### src/rtl/a7link_rsp_rx.sv
// a7link_rsp_rx: deframes the serial return stream into 40-bit responses, with request timeout and frame stats
module a7link_rsp_rx #(
  parameter int TIMEOUT_CYCLES = 1024,
  parameter int CNTW = 16
) (
  input  logic            clk,
  input  logic            reset,
  input  logic            serin,
  input  logic            req_start,
  output logic [39:0]     rsp_word,
  output logic            rsp_valid,
  output logic            busy,
  output logic            timeout,
  output logic [CNTW-1:0] bytes_seen,
  output logic [CNTW-1:0] frame_errs
);
  localparam int TW = TIMEOUT_CYCLES > 1 ? $clog2(TIMEOUT_CYCLES) : 1;
  typedef enum logic {IDLE, RECV} state_t;
  state_t state_q, state_d;
  logic [3:0] cnt_q, cnt_d;
  logic [9:0] sh_q, sh_d;
  logic [39:0] part_q, part_d, word_q, word_d, pnext;
  logic valid_q, valid_d, busy_q, busy_d, tmo_q, tmo_d;
  logic [TW-1:0] tcnt_q, tcnt_d;
  logic [CNTW-1:0] bytes_q, bytes_d, errs_q, errs_d;
  logic [10:0] frame;
  logic last, good, bad, done, expire;
  // frame = {c, d7..d0, stop1, stop2}; the current serin is the second stop bit when last is set
  always_comb begin
    frame   = {sh_q, serin};
    last    = state_q == RECV && cnt_q == 4'd10;
    good    = last && frame[1:0] == 2'b00;
    bad     = last && frame[1:0] != 2'b00;
    pnext   = {part_q[31:0], frame[9:2]};
    done    = good && frame[10];
    expire  = busy_q && !done && tcnt_q == TW'(TIMEOUT_CYCLES - 1);
    state_d = state_q == IDLE ? (serin ? RECV : IDLE) : (last ? IDLE : RECV);
    cnt_d   = state_q == RECV ? cnt_q + 4'd1 : 4'd0;
    sh_d    = state_q == RECV ? frame[9:0] : sh_q;
    part_d  = (bad || done || expire) ? 40'd0 : good ? pnext : part_q;
    word_d  = done ? pnext : req_start ? 40'd0 : word_q;
    valid_d = done;
    busy_d  = req_start || (busy_q && !done && !expire);
    tmo_d   = expire;
    tcnt_d  = req_start ? '0 : busy_q ? tcnt_q + TW'(1) : tcnt_q;
    bytes_d = bytes_q + CNTW'(good);
    errs_d  = errs_q + CNTW'(bad);
  end
  always_ff @(posedge clk) begin
    if (reset) begin
      state_q <= IDLE;
      cnt_q   <= '0;
      sh_q    <= '0;
      part_q  <= '0;
      word_q  <= '0;
      valid_q <= 1'b0;
      busy_q  <= 1'b0;
      tmo_q   <= 1'b0;
      tcnt_q  <= '0;
      bytes_q <= '0;
      errs_q  <= '0;
    end else begin
      state_q <= state_d;
      cnt_q   <= cnt_d;
      sh_q    <= sh_d;
      part_q  <= part_d;
      word_q  <= word_d;
      valid_q <= valid_d;
      busy_q  <= busy_d;
      tmo_q   <= tmo_d;
      tcnt_q  <= tcnt_d;
      bytes_q <= bytes_d;
      errs_q  <= errs_d;
    end
  end
  assign rsp_word   = word_q;
  assign rsp_valid  = valid_q;
  assign busy       = busy_q;
  assign timeout    = tmo_q;
  assign bytes_seen = bytes_q;
  assign frame_errs = errs_q;
endmodule

### config.mk
export PLATFORM = sky130hd
export DESIGN_NAME = a7link_rsp_rx
export DESIGN_NICKNAME = d
export VERILOG_FILES = /design/src/rtl/a7link_rsp_rx.sv
export SDC_FILE = /design/constraint.sdc
export NUM_CORES = 1
export LEC_CHECK = 0
export CAP_MARGIN = 20
export CORE_ASPECT_RATIO = 0.9
export CORE_UTILIZATION = 30
export CTS_BUF_LIST = sky130_fd_sc_hd__clkbuf_8 sky130_fd_sc_hd__clkbuf_16
export DETAILED_ROUTE_END_ITERATION = 10
export PLACE_DENSITY = 0.53
export SYNTH_ARGS = -nofsm -noshare
export SYNTH_HDL_FRONTEND = slang
export SYNTH_SLANG_ARGS = --single-unit
### constraint.sdc
create_clock -name clk -period 3.1 [get_ports clk]
set_input_delay 0.775 -clock clk [delete_from_list [all_inputs] [get_ports clk]]
set_output_delay 0.775 -clock clk [all_outputs]
set_load 0.03 [all_outputs]
==> metrics.txt, run 1 <==
Final Slew Violations=0; Hold Path Class=reg -> reg; WS Path Type=in -> reg; fin nets=592; vias in the first global route=3560; htree depth=4; CTS buffer count=17; Ant. Diodes=0; max-cap violations=0; die width=135 µm; leakage=2.24 nW; commonest cells after routing, fill and taps aside=132 x dfxtp_1, 78 x nand2_1, 77 x clkdlybuf4s50_1; share of synthesized registers carrying an async set or reset=0%; clock transition at the registers of the reported paths=0.05 ns; TritonCTS clock tree=built; Mapped Cells=503; Synth area leader=dfxtp_1; crit-path cells=clkdlybuf4s50_1 -> nor2_1 -> nor2_1 -> ha_1 -> nand2_1 -> or3_4 -> or4_1 -> a21oi_1; footprint of the multi-input gates=2020 µm²; period utilization=83.7%; Post-Syn Area=4780 µm²; min Tclk post-route=2.59 ns; Fill cells=1542; Slew HR=66.0%; DRC violations left=0; crit path buf inv count=1; aggregate global routing overflow=0; Pre-Repair DR Iteration Count=4; cell mode on critical path=nor2_1; Crit. path cell count=8; worst r2r src=cnt_q[0]$_SDFF_PP0_; GRT Total Usage=14.0%; Final Setup Violations=0; layout cells sized above 1=7.61%; placed wire-length estimate=7050 µm; CP Launch Type=primary input; Setup crit end kind=flip-flop; final hold slack=0.451 ns; clock sink count=132; Pwr Density=562 nW/µm²; 1st-iter DRT viols=270; main area contributors after synthesis=dfxtp_1 55%, a22o_1 7.2%, nand2_1 6.1%; RR Endpoint=frame_errs[15]$_SDFF_PP0_; status=finished, final reports clean; fmax=386 MHz; RSZ-0062 raised after global routing=no; Peak VDD IR=0.390 mV; Finished Cell Area=6330 µm²; Final GP Congestion=0.777; CTS Hold Bufs=0; CTS resizes=0; post-DR wirelength/cell=13.5 µm; die area=16400 µm²; Worst Hold End=part_q[24]$_SDFFE_PP0N_; final wirelength=10700 µm; post-CTS setup buffer count=0; Top delay family on crit path=simple AND/OR/NAND/NOR gates; HP Start=part_q[24]$_SDFFE_PP0N_; vias per inst=4.68; crit path max-delay cell type=clkdlybuf4s50_1; Max clock buf depth=2; CP arrival=2.93 ns; post-route ant nets=0; largest net degree at the start of global routing=51; IO buf count=78; Placed Cells=763; sum of negative setup slack=0 ns; final std cells w/o fill=793; via count=3713; first-pass GRT wire length=17800 µm; total core area=15500 µm²; FF+latch count, synth=132; initial antenna violation count=0; sequential cell area fraction in the yosys report=55.3%; register area=2640 µm²; Clk Latency, worst-skew pair=0.41 ns; R2R depth=9; Die H=122 µm; final hold vios=0; IO Pins=79; Distinct cells, synth=40; Max Clock Skew=0.00663 ns; root buffer selected by CTS=clkbuf_16; Avg Cell Area, Syn=9.50 µm²; CP peak stage delay=0.54 ns; critical path peak fanout=5; placed cell areas=5770 µm²; Most used DFF post-synth=dfxtp_1; Starting Density=30.8%; Tot Pwr=3.55 mW; leading cell type in the layout, fill and taps excluded=dfxtp_1; CP required=3.44 ns; EDFF count, synth=0; top cell type's share of synthesized area=55.3%; Worst-Margin Slew=0.511 ns; Hold Path Depth=2; Syn Nets=514; Syn. warnings=0; Syn-to-layout area delta=32.4%; Rows=43; worst reg2reg setup slack=0.82 ns
[cells in the mapped netlist, drive strengths merged (2+ instances only)]
library cell,count
o31ai,4
o21ai,5
and3,6
or3,7
nand2b,2
dfxtp,132
inv,5
mux2i,11
nand3,15
a21oi,43
xnor2,10
xor2,20
nand4,13
and2,2
nand2,79
buf,5
ha,7
nor2b,3
nor2,52
or4,4
a22o,39
clkbuf,23
nor3,3
nor4,4
and4b,2
[sequential cells by signal, indices dropped and copies added, names as in the netlist]
signal      cells
busy            1
bytes_seen     16
cnt_q           4
frame_errs     16
part_q         32
rsp_valid       1
rsp_word       40
sh_q           10
state_q         1
tcnt_q         10
timeout         1
[logic make-up (layout without fill, tap and decap cells)]
kind of cell	count (synthesis)	after routing	synth area share [%]
and+or+nand+nor	196	196	19.0
DFF	132	132	55.3
AOI/OAI and AO/OA	94	94	13.3
buffers and inverters	33	121	2.70
xor gates and xnor gates	30	30	5.50
muxes	11	11	2.30
adders and majority gates	7	7	1.83
[where the power goes]
group | total (mW) | internal [mW] | leakage, nW | switching [mW]
combinational | 0.0637 | 0.0211 | 0.901 | 0.0426
clock | 1.78 | 1.10 | 0.277 | 0.679
sequential | 1.71 | 1.70 | 1.06 | 0.00605
total | 3.55 | 2.82 | 2.24 | 0.728
[worst register-to-register path: cells and delay by family, from the launching register on]
family	cells	cell delay, ns
flops	1	0.34
compound gates	1	0.15
simple gates	5	1.28
fa+ha+maj	2	0.38
buf+inv	1	0.07
[final cells by class]
class	instances	area share [%]
Clock buffer	22	7.81
Clock inverter	7	0.554
Inverter	5	0.297
Multi-Input combinational cell	338	31.9
Sequential cell	132	41.8
Tap cell	202	4.00
Timing Repair Buffer	87	13.6
[metal layers]
metal	wire length [µm]	vias to the layer above	GRT usage [%]
li1	-	1896	-
met1	5400	1745	18.3
met2	4720	59	21.0
met3	395	13	3.75
met4	171	0	7.30
met5	0	-	0
[worst max-delay path by stage]
stage | from | endpoint
2_1_floorplan | serin | bytes_seen[13]$_SDFF_PP0_
3_3_place_gp | serin | frame_errs[14]$_SDFF_PP0_
3_5_place_dp | serin | frame_errs[15]$_SDFF_PP0_
4_1_cts | serin | frame_errs[14]$_SDFF_PP0_
5_1_grt | serin | frame_errs[14]$_SDFF_PP0_
6_report | serin | frame_errs[15]$_SDFF_PP0_
[metrics by stage]
stage	setup slack, ns	util, %
6_report	0.507	40.8
5_1_grt	0.326	40.8
4_1_cts	0.536	40.6
3_5_place_dp	0.0956	37.2
3_3_place_gp	0.121	37.2
2_1_floorplan	0.370	-
(Power assumes the default switching activity.)
==> inputs of run 2 (changes only) <==
--- a/config.mk
+++ b/config.mk
@@ -10,7 +10,7 @@
 export CORE_UTILIZATION = 30
 export CTS_BUF_LIST = sky130_fd_sc_hd__clkbuf_8 sky130_fd_sc_hd__clkbuf_16
 export DETAILED_ROUTE_END_ITERATION = 10
-export PLACE_DENSITY = 0.53
+export PLACE_DENSITY = 0.55
 export SYNTH_ARGS = -nofsm -noshare
 export SYNTH_HDL_FRONTEND = slang
 export SYNTH_SLANG_ARGS = --single-unit
==> constraint.sdc (replaced) <==
create_clock -name clk -period 2.3 [get_ports clk]
set_input_delay 0.575 -clock clk [delete_from_list [all_inputs] [get_ports clk]]
set_output_delay 0.575 -clock clk [all_outputs]
set_load 0.03 [all_outputs]
==> metrics.txt, run 2 (synthesis results as in run 1) <==
status=finished, final reports clean; final hold vios=0 (unchanged); IO Pins=79 (unchanged); Finished Cell Area=6530 µm² (+3.2%); commonest cells after routing, fill and taps aside=130 x dfxtp_1, 78 x nand2_1, 76 x clkdlybuf4s50_1; largest net degree at the start of global routing=41 (-20%); die area=16400 µm² (unchanged); aggregate global routing overflow=0 (unchanged); final std cells w/o fill=807 (+1.8%); clock sink count=132 (unchanged); Rows=43 (unchanged); GRT Total Usage=14.0% (+0.049 points); Max Clock Skew=0.00933 ns (+0.00270 ns); 1st-iter DRT viols=256 (-5.2%); final hold slack=0.430 ns (-0.0206 ns); max FFs per register=40 (unchanged); fin worst setup slack=0.0574 ns (-0.449 ns); final wirelength=11100 µm (+3.4%); via count=3840 (+3.4%); initial antenna violation count=0 (unchanged); vias per inst=4.76 (+1.6%); fmax=446 MHz; Worst-Margin Slew=0.368 ns (-0.142 ns); Setup Slack @ Placement=-0.373 ns (-0.468 ns); DRC violations left=0 (unchanged); period utilization=97.5%; CTS buffer count=17 (unchanged); Setup crit end kind=flip-flop; leading cell type in the layout, fill and taps excluded=dfxtp_1; register area=2650 µm² (about the same); placed cell areas=5890 µm² (+2.1%); min Tclk post-route=2.24 ns; clock transition at the registers of the reported paths=0.05 ns (about the same); fin nets=603 (+1.9%); Pwr Density=783 nW/µm² (+40%); first-pass GRT wire length=18200 µm (+2.2%); critical path peak fanout=4 (-1); Placed Cells=774 (+1.4%); Starting Density=30.8% (unchanged); Fill cells=1518 (-1.6%); Clk Latency, worst-skew pair=0.41 ns (about the same); IO buf count=78 (unchanged); die width=135 µm (unchanged); sum of negative setup slack=0 ns (unchanged); Hold Path Class=reg -> reg; footprint of the multi-input gates=2050 µm² (+1.3%); Final Setup Violations=0 (unchanged); max-cap violations=0 (unchanged); Syn-to-layout area delta=36.7%; vias in the first global route=3723 (+4.6%); Slew HR=75.4% (+9.5 points); root buffer selected by CTS=clkbuf_16; Max clock buf depth=2 (unchanged); Final GP Congestion=0.771 (-0.73%); CP required=2.64 ns (-0.80 ns); post-route ant nets=0 (unchanged); TritonCTS clock tree=built; layout cells sized above 1=11.7% (+4.1 points); WS Path Type=reg -> reg; htree depth=4 (unchanged); post-DR wirelength/cell=13.7 µm (+1.6%); Peak VDD IR=0.510 mV (+31%); placed wire-length estimate=7270 µm (+3.2%); Die H=122 µm (unchanged); Pre-Repair DR Iteration Count=4 (unchanged); leakage=2.33 nW (+3.8%); CP arrival=2.58 ns (-0.35 ns); Final Slew Violations=0 (unchanged); total core area=15500 µm² (unchanged); CP Launch Type=flip-flop; Ant. Diodes=0 (unchanged)
-- run 2: cell types whose count changed in the layout (fill, tap and decap cells not counted), sizes merged --
cell	before	now
bufinv	0	3
clkinv	4	6
clkbuf	22	18
buf	10	21
dlymetal6s2s	0	1
clkinvlp	0	2
clkdlybuf4s50	77	76
-- run 2: path summary, 6_finish.rpt --
| kind | start | endpoint | slack, ns | cells after the start |
|---|---|---|---|---|
| setup / recovery | cnt_q[0]$_SDFF_PP0_ | frame_errs[15]$_SDFF_PP0_ | 0.06 | 9 |
| hold / removal | cnt_q[0]$_SDFF_PP0_ | cnt_q[0]$_SDFF_PP0_ | 0.43 | 1 |
| setup reg to reg | cnt_q[0]$_SDFF_PP0_ | frame_errs[15]$_SDFF_PP0_ | 0.06 | 9 |
| hold reg to reg | cnt_q[0]$_SDFF_PP0_ | cnt_q[0]$_SDFF_PP0_ | 0.43 | 1 |
-- run 2: area by class of cell --
type | instances | area share [%]
Clock buffer | 18 | 6.73
Clock inverter | 14 | 2.49
Inverter | 5 | 0.287
Multi-Input combinational cell | 338 | 31.3
Sequential cell | 132 | 40.5
Tap cell | 202 | 3.87
Timing Repair Buffer | 98 | 14.8
-- run 2: what timing repair did --
action,CTS,global route
hold buffers,0,0
setup endpoints to repair,0,7
resized for setup,0,11
endpoints found under the hold margin,0,0
setup buffers,0,1
-- run 2: metal layers --
metal	wire, µm	global-route usage (%)
met1	5370	18.2
met2	5110	21.7
met3	404	3.75
met4	172	6.53
met5	0	0
-- run 2: power breakdown --
| part | leakage (nW) | switching, mW | internal, mW |
|---|---|---|---|
| sequential | 1.06 | 0.00853 | 2.29 |
| combinational | 0.964 | 0.0593 | 0.0344 |
| clock | 0.299 | 0.995 | 1.73 |
| total | 2.33 | 1.06 | 4.05 |
-- run 2: per-stage QoR --
step	utilization (%)	total power, mW
after global placement	38.0	2.44
after CTS	41.9	5.18
final	42.1	5.12
after floorplan	-	2.41
after global routing	42.1	5.29
after detailed placement	38.0	2.45
-- run 2: worst max-delay path: stages, from the launching register on --
cell and delay, ns:
dfxtp_2 0.33, inv_1 0.06, ha_2 0.18, nand4b_1 0.13, nor2_1 0.20, ha_2 0.22, nand2_1 0.08, or3_4 0.36
or4_4 0.49, a21oi_2 0.13
